**config.mk**
```make
export PLATFORM = sky130hd
export DESIGN_NAME = mdu_hilo_flat
export DESIGN_NICKNAME = d
export VERILOG_FILES = /design/src/rtl/mdu_hilo_if.sv /design/src/rtl/mdu_hilo.sv /design/src/flat_wrapper.sv
export SDC_FILE = /design/constraint.sdc
export NUM_CORES = 2
export LEC_CHECK = 0
export ABC_AREA = 0
export CAP_MARGIN = 20
export CORE_MARGIN = 4
export CORE_UTILIZATION = 40
export CTS_CLUSTER_DIAMETER = 120
export DETAILED_ROUTE_END_ITERATION = 6
export GPL_ROUTABILITY_DRIVEN = 0
export HOLD_SLACK_MARGIN = 0.05
export PLACE_DENSITY_LB_ADDON = 0.1
export SYNTH_ARGS = -nofsm -noshare
export SYNTH_HDL_FRONTEND = slang
export SYNTH_SLANG_ARGS = --single-unit
```
**constraint.sdc**
```tcl
create_clock -name clk -period 23.4 [get_ports clk]
set_input_delay 4.68 -clock clk [delete_from_list [all_inputs] [get_ports clk]]
set_output_delay 4.68 -clock clk [all_outputs]
set_load 0.01 [all_outputs]
```
**src/rtl/mdu_hilo_if.sv**
```systemverilog
//--------------------------------------------------------------------------
// mdu_hilo_if -- issue/result bundle between the execute stage and mdu_hilo
// Rev 1.0
//--------------------------------------------------------------------------
`timescale 1ns/1ps
`default_nettype none

interface mdu_hilo_if;
  logic        W_start;
  logic [2:0]  W_op;
  logic [31:0] W_rs_data;
  logic [31:0] W_rt_data;
  logic        W_flush;
  logic        R_busy;
  logic        R_done;
  logic [31:0] R_hi;
  logic [31:0] R_lo;

  modport master (
    output W_start, W_op, W_rs_data, W_rt_data, W_flush,
    input  R_busy, R_done, R_hi, R_lo
  );

  modport slave (
    input  W_start, W_op, W_rs_data, W_rt_data, W_flush,
    output R_busy, R_done, R_hi, R_lo
  );
endinterface

`default_nettype wire

```
**src/rtl/mdu_hilo.sv**
```systemverilog
//--------------------------------------------------------------------------
// mdu_hilo -- multi-cycle MULT/DIV unit owning the architectural HI/LO pair
// Rev 1.0
//--------------------------------------------------------------------------
`timescale 1ns/1ps
`default_nettype none

module mdu_hilo #(
  parameter int unsigned MUL_LATENCY = 1,
  parameter logic [31:0] HILO_RESET  = 32'h0000_0000
) (
  input wire logic  clk,
  input wire logic  rst,
  mdu_hilo_if.slave bus
);

  localparam logic [2:0] C_OP_MULT  = 3'd0;
  localparam logic [2:0] C_OP_MULTU = 3'd1;
  localparam logic [2:0] C_OP_DIV   = 3'd2;
  localparam logic [2:0] C_OP_DIVU  = 3'd3;
  localparam logic [2:0] C_OP_MTHI  = 3'd4;
  localparam logic [2:0] C_OP_MTLO  = 3'd5;
  localparam logic [4:0] C_MUL_LAST = 5'(MUL_LATENCY - 1);
  localparam logic [4:0] C_DIV_LAST = 5'd31;

  typedef enum logic [1:0] {
    S_IDLE = 2'd0,
    S_MUL  = 2'd1,
    S_DIV  = 2'd2,
    S_FIX  = 2'd3
  } state_t;

  state_t      r_state;
  state_t      w_state_next;

  logic [31:0] r_hi;
  logic [31:0] r_lo;
  logic        r_done;
  logic [4:0]  r_cnt;
  logic [31:0] r_rs;
  logic [31:0] r_rt;
  logic        r_signed;
  logic [31:0] r_rem;
  logic [31:0] r_quo;
  logic [31:0] r_dsr;
  logic        r_neg_q;
  logic        r_neg_r;

  logic        w_accept;
  logic        w_acc_mul;
  logic        w_acc_div;
  logic        w_mthi;
  logic        w_mtlo;
  logic        w_mul_wr;
  logic        w_div_wr;
  logic        w_iter;
  logic        w_op_signed;
  logic [31:0] w_rs_mag;
  logic [31:0] w_rt_mag;
  logic [63:0] w_mul_a;
  logic [63:0] w_mul_b;
  logic [63:0] w_prod;
  logic [32:0] w_shift;
  logic [32:0] w_diff;
  logic        w_ge;
  logic [31:0] w_q_fix;
  logic [31:0] w_r_fix;

  // ---------------------------------------------------------------- control
  always_ff @(posedge clk) begin
    if (rst) begin
      r_state <= S_IDLE;
    end else begin
      r_state <= w_state_next;
    end
  end

  always_comb begin
    w_state_next = r_state;
    w_acc_mul    = 1'b0;
    w_acc_div    = 1'b0;
    w_mthi       = 1'b0;
    w_mtlo       = 1'b0;
    w_mul_wr     = 1'b0;
    w_div_wr     = 1'b0;
    w_iter       = 1'b0;
    w_accept     = bus.W_start && (r_state == S_IDLE) && !bus.W_flush &&
                   (bus.W_op <= C_OP_MTLO);

    case (r_state)
      S_IDLE: begin
        if (w_accept) begin
          if ((bus.W_op == C_OP_MULT) || (bus.W_op == C_OP_MULTU)) begin
            w_acc_mul    = 1'b1;
            w_state_next = S_MUL;
          end else if ((bus.W_op == C_OP_DIV) || (bus.W_op == C_OP_DIVU)) begin
            w_acc_div    = 1'b1;
            w_state_next = S_DIV;
          end else if (bus.W_op == C_OP_MTHI) begin
            w_mthi = 1'b1;
          end else begin
            w_mtlo = 1'b1;
          end
        end
      end
      S_MUL: begin
        if (r_cnt == C_MUL_LAST) begin
          w_mul_wr     = 1'b1;
          w_state_next = S_IDLE;
        end
      end
      S_DIV: begin
        w_iter = 1'b1;
        if (r_cnt == C_DIV_LAST) begin
          w_state_next = S_FIX;
        end
      end
      S_FIX: begin
        w_div_wr     = 1'b1;
        w_state_next = S_IDLE;
      end
      default: begin
        w_state_next = S_IDLE;
      end
    endcase

    // A squash beats any completion that would land on the same edge.
    if (bus.W_flush) begin
      w_state_next = S_IDLE;
      w_mul_wr     = 1'b0;
      w_div_wr     = 1'b0;
      w_iter       = 1'b0;
    end
  end

  // --------------------------------------------------------------- datapath
  assign w_op_signed = (bus.W_op == C_OP_MULT) || (bus.W_op == C_OP_DIV);
  assign w_rs_mag    = (w_op_signed && bus.W_rs_data[31]) ? (32'd0 - bus.W_rs_data)
                                                          : bus.W_rs_data;
  assign w_rt_mag    = (w_op_signed && bus.W_rt_data[31]) ? (32'd0 - bus.W_rt_data)
                                                          : bus.W_rt_data;

  // Low 64 bits of the extended product are exact for both signednesses.
  assign w_mul_a = {{32{r_signed & r_rs[31]}}, r_rs};
  assign w_mul_b = {{32{r_signed & r_rt[31]}}, r_rt};
  assign w_prod  = w_mul_a * w_mul_b;

  assign w_shift = {r_rem, r_quo[31]};
  assign w_diff  = w_shift - {1'b0, r_dsr};
  assign w_ge    = ~w_diff[32];

  assign w_q_fix = r_neg_q ? (32'd0 - r_quo) : r_quo;
  assign w_r_fix = r_neg_r ? (32'd0 - r_rem) : r_rem;

  always_ff @(posedge clk) begin
    if (rst) begin
      r_hi     <= HILO_RESET;
      r_lo     <= HILO_RESET;
      r_done   <= 1'b0;
      r_cnt    <= 5'd0;
      r_rs     <= 32'd0;
      r_rt     <= 32'd0;
      r_signed <= 1'b0;
      r_rem    <= 32'd0;
      r_quo    <= 32'd0;
      r_dsr    <= 32'd0;
      r_neg_q  <= 1'b0;
      r_neg_r  <= 1'b0;
    end else begin
      r_done <= 1'b0;

      if (w_acc_mul || w_acc_div) begin
        r_cnt    <= 5'd0;
        r_rs     <= bus.W_rs_data;
        r_rt     <= bus.W_rt_data;
        r_signed <= w_op_signed;
        r_quo    <= w_rs_mag;
        r_rem    <= 32'd0;
        r_dsr    <= w_rt_mag;
        r_neg_q  <= w_op_signed & (bus.W_rs_data[31] ^ bus.W_rt_data[31]);
        r_neg_r  <= w_op_signed & bus.W_rs_data[31];
      end else if ((r_state == S_MUL) || w_iter) begin
        r_cnt <= r_cnt + 5'd1;
      end

      // One restoring step: dividend bits shift out of r_quo into r_rem.
      if (w_iter) begin
        r_rem <= w_ge ? w_diff[31:0] : w_shift[31:0];
        r_quo <= {r_quo[30:0], w_ge};
      end

      if (w_mthi) begin
        r_hi <= bus.W_rs_data;
      end
      if (w_mtlo) begin
        r_lo <= bus.W_rs_data;
      end

      if (w_mul_wr) begin
        r_hi   <= w_prod[63:32];
        r_lo   <= w_prod[31:0];
        r_done <= 1'b1;
      end

      if (w_div_wr) begin
        if (r_dsr == 32'd0) begin
          r_hi <= r_rs;
          r_lo <= 32'hFFFF_FFFF;
        end else begin
          r_hi <= w_r_fix;
          r_lo <= w_q_fix;
        end
        r_done <= 1'b1;
      end
    end
  end

  assign bus.R_busy = (r_state != S_IDLE);
  assign bus.R_done = r_done;
  assign bus.R_hi   = r_hi;
  assign bus.R_lo   = r_lo;

endmodule

`default_nettype wire

```
**src/flat_wrapper.sv**
```systemverilog
// flat-port wrapper written by rule: the top's interface ports become plain ports
module mdu_hilo_flat 
#(
  parameter int unsigned MUL_LATENCY = 1,
  parameter logic [31:0] HILO_RESET  = 32'h0000_0000
)
  (clk, rst, bus_W_start, bus_W_op, bus_W_rs_data, bus_W_rt_data, bus_W_flush, bus_R_busy, bus_R_done, bus_R_hi, bus_R_lo);
  mdu_hilo_if bus_i ();
  input wire logic clk;
  input wire logic rst;
  input wire logic [$bits(bus_i.W_start)-1:0] bus_W_start;
  input wire logic [$bits(bus_i.W_op)-1:0] bus_W_op;
  input wire logic [$bits(bus_i.W_rs_data)-1:0] bus_W_rs_data;
  input wire logic [$bits(bus_i.W_rt_data)-1:0] bus_W_rt_data;
  input wire logic [$bits(bus_i.W_flush)-1:0] bus_W_flush;
  output wire logic [$bits(bus_i.R_busy)-1:0] bus_R_busy;
  output wire logic [$bits(bus_i.R_done)-1:0] bus_R_done;
  output wire logic [$bits(bus_i.R_hi)-1:0] bus_R_hi;
  output wire logic [$bits(bus_i.R_lo)-1:0] bus_R_lo;
  assign bus_i.W_start = bus_W_start;
  assign bus_i.W_op = bus_W_op;
  assign bus_i.W_rs_data = bus_W_rs_data;
  assign bus_i.W_rt_data = bus_W_rt_data;
  assign bus_i.W_flush = bus_W_flush;
  assign bus_R_busy = bus_i.R_busy;
  assign bus_R_done = bus_i.R_done;
  assign bus_R_hi = bus_i.R_hi;
  assign bus_R_lo = bus_i.R_lo;
  mdu_hilo #(.MUL_LATENCY(MUL_LATENCY), .HILO_RESET(HILO_RESET)) u_core (.clk(clk), .rst(rst), .bus(bus_i));
endmodule
```
==> run summary <==
Outcome - complete, but fails checks
Violated checks - design-rule violations
Overall global routing resource usage - 25.2%
PwrDens - 22.8 nW/um^2
Crit path launch - u_core.r_signed$_SDFFE_PP0P_
Yosys reg bits - 234
Buf+Inv Stages, Crit Path - 7
Static leakage - 25.8 nW
Deepest level of the CTS H-tree - 1
Buffer cell driving the clock tree root - sky130_fd_sc_hd__clkbuf_16
Synth area leader - sky130_fd_sc_hd__fa_1
First-pass GRT wire length - 266 mm
Maximum clock frequency - 0.111 GHz
Worst vdd rail ir drop - 62.5 uV
Worst min-delay path class - reg2reg
Via count of the first global-routing pass - 43100
Worst hold path startpoint - u_core.bus.R_lo[19]$_SDFFE_PP0P_
TritonCTS buffer count - 31
Cell family with the largest share of critical-path delay - adder cells
Count leader, synth - sky130_fd_sc_hd__inv_1
Setup repair after global routing missed its margin - false
Worst skew pair latency - 640 ps
Utilization of the core after routing - 43.3%
Area share of the largest cell type after synthesis - 43.1%
Post-route antenna net violation count - 0
Clock tree from TritonCTS - done
Share of layout cells above drive strength 1 - 3.23%
Final clock period utilization by the worst path - 38.7%
Final setup TNS - 0 ps
Synthesized cell area - 52200 sq um
Leading post-synthesis cells by cell area - sky130_fd_sc_hd__fa_1, sky130_fd_sc_hd__dfxtp_1, sky130_fd_sc_hd__inv_1, sky130_fd_sc_hd__nand2_1, sky130_fd_sc_hd__ha_1
Buffers from clock root to sink, at most - 3
Die span in x - 369 microns
Data required time at the worst endpoint - 23860 ps
Clock transition at the registers of the reported paths - 60 ps
Area of the core region - 130000 sq um
Multi-input combinational cell area - 41700 sq um
Number of primary I/O pins - 137
Port-buffer cells - 136
Tmin final - 9050 ps
Number of rows created at floorplan - 132
Post-synthesis instance total - 6125
Routed vias - 41100
Post-synth top cells - sky130_fd_sc_hd__inv_1, sky130_fd_sc_hd__fa_1, sky130_fd_sc_hd__nand2_1
DR DRC count - 6
Chip Height - 369 microns
Final wirelength - 170 mm
Critical R2R Launch - u_core.r_signed$_SDFFE_PP0P_
Global route total overflow - 0
Top FF cell, synth - sky130_fd_sc_hd__dfxtp_1
Placed cell area - 55000 sq um
Worst setup path class - reg2reg
Die Area - 136000 sq um
Area of all placed cells without fillers - 56100 sq um
Sort of element at the start of the critical path - register
Via density per instance - 5.31
Final net count - 7424
Final Power - 1.28 mW
Number of gates given a new drive strength after cts - 0
Number of enable flip-flop cells after synthesis - 0
# hold bufs at CTS - 0
Layout filler cell count - 13100
Number of sinks on the clock net - 234
Number of synthesis warnings - 0
Number of setup violations in the final report - 0
Number of distinct library cell variants in the gate-level netlist after synthesis - 77
Max-cap violations - 0
Post-Syn Area per Cell - 8.53 sq um
Antenna violations before repair - 7
Post-DP HPWL - 136 mm
DRT iter0 DRCs - 2979
Max-slew violation count - 0
Transition time at the pin with the least slew margin - 1120 ps
DR WL/cell - 21.9 microns
Maximum number of pins on one net before global-route repair - 94
Max-slew headroom - 25.0%
Crit path top cell by count - sky130_fd_sc_hd__fa_1
Pre-CTS WS - 14410 ps
Peak per-stage delay on the critical path - 880 ps
Post-Syn Nets - 7573
Proportion of synthesized chip area in sequential cells - 8.97%
Setup repair bufs after CTS - 0
Endpoint arrival time on the critical path - 9500 ps
Area Overhead vs Synth - 7.42%
Worst Slack Setup Final - 14350 ps
Starting density of the core - 40.3%
Type of destination of the critical path - register
Final Hold Viols - 0
Worst clock skew - 63.9 ps
Async set or reset register ratio after synthesis - 0%
Total iterations of the first detailed-routing run - 7
Cell type of the slowest stage on the worst timing path - sky130_fd_sc_hd__fa_1
Register cell area after layout - 4690 sq um
CP Max Fanout - 13
-- worst min-delay path, stage by stage, from the launching register on --
cell                      delay, ps
sky130_fd_sc_hd__dfxtp_1        310
sky130_fd_sc_hd__nand2_1         50
sky130_fd_sc_hd__a21oi_1         50
-- routing by layer --
layer	wire, microns	GRT usage [%]	part of all wire [%]
met5	30	0	0.018
met1	71500	33.8	42
met4	5540	6.72	3.3
met2	85400	44.1	50
met3	7050	1.91	4.2
-- power breakdown --
part	internal (mW)	switching, mW
combinational	0.107	0.213
clock	0.324	0.211
sequential	0.409	0.0160
-- through the flow --
stage	hold slack [ps]	std cells
2_1_floorplan	445	6125
3_3_place_gp	440	7683
3_5_place_dp	447	7684
4_1_cts	456	7742
5_1_grt	469	7743
6_report	452	7744
-- logic make-up (layout without fill, tap and decap cells) --
family,after synthesis,count (layout),share of synthesized area (%)
compound gates,816,816,9.85
mux,28,28,0.546
buf+inv,1568,1444,11.3
xor+xnor,214,214,3.59
other cells,0,1,0
simple gates,1888,1888,16.6
flops,234,234,8.97
fa+ha+maj,1377,1377,49.2
-- sequential cells by signal (all words and copies together), names as in the netlist --
name,count
u_core.bus.R_hi,32
u_core.bus.R_lo,32
u_core.r_quo,32
u_core.r_rem,32
u_core.r_rs,32
u_core.r_rt,32
u_core.r_dsr,31
u_core.r_cnt,5
u_core.r_state,2
u_core.bus.R_done,1
u_core.r_neg_q,1
u_core.r_neg_r,1
u_core.r_signed,1
-- cells in the final DEF, fill, tap and decap left out, types with 13 or more instances in the layout --
cell type	n
sky130_fd_sc_hd__inv_1	1161
sky130_fd_sc_hd__fa_1	1126
sky130_fd_sc_hd__nand2_1	1058
sky130_fd_sc_hd__and2_1	365
sky130_fd_sc_hd__a21oi_1	309
sky130_fd_sc_hd__ha_1	251
sky130_fd_sc_hd__dfxtp_1	230
sky130_fd_sc_hd__nor2_1	198
sky130_fd_sc_hd__o21ai_0	150
sky130_fd_sc_hd__clkdlybuf4s50_1	135
sky130_fd_sc_hd__xnor2_1	117
sky130_fd_sc_hd__xor2_1	96
sky130_fd_sc_hd__buf_4	88
sky130_fd_sc_hd__and3_1	44
sky130_fd_sc_hd__a211oi_1	43
sky130_fd_sc_hd__a21o_1	38
sky130_fd_sc_hd__a22oi_1	36
sky130_fd_sc_hd__nand3_1	35
sky130_fd_sc_hd__o31ai_1	35
sky130_fd_sc_hd__nor3_1	34
sky130_fd_sc_hd__clkbuf_16	32
sky130_fd_sc_hd__nand4_1	29
sky130_fd_sc_hd__mux2i_1	24
sky130_fd_sc_hd__o211ai_1	24
sky130_fd_sc_hd__a221oi_1	23
sky130_fd_sc_hd__a31oi_1	23
sky130_fd_sc_hd__nor4_1	21
sky130_fd_sc_hd__o21a_1	20
sky130_fd_sc_hd__nor2b_1	18
sky130_fd_sc_hd__or3_1	18
sky130_fd_sc_hd__o21bai_1	13
sky130_fd_sc_hd__o41ai_1	13
-- final timing paths --
path / to / slack, ps / cells after the start
setup reg to reg: u_core.bus.R_hi[28]$_SDFFE_PP0P_ / 14350 / 26
hold reg to reg: u_core.bus.R_lo[19]$_SDFFE_PP0P_ / 450 / 2
setup / recovery: u_core.bus.R_hi[28]$_SDFFE_PP0P_ / 14350 / 26
hold / removal: u_core.bus.R_lo[19]$_SDFFE_PP0P_ / 450 / 2
-- layout make-up --
cell class	instances	area share, %
multi-input combinational	4323	74.3
sequential	234	8.36
inverter	1161	7.77
tap	1742	3.88
timing repair buffer	225	3.65
clock buffer	45	1.67
clock inverter	13	0.357
antenna	1	0.00446
No activity file was read; power rests on OpenSTA's default activity.
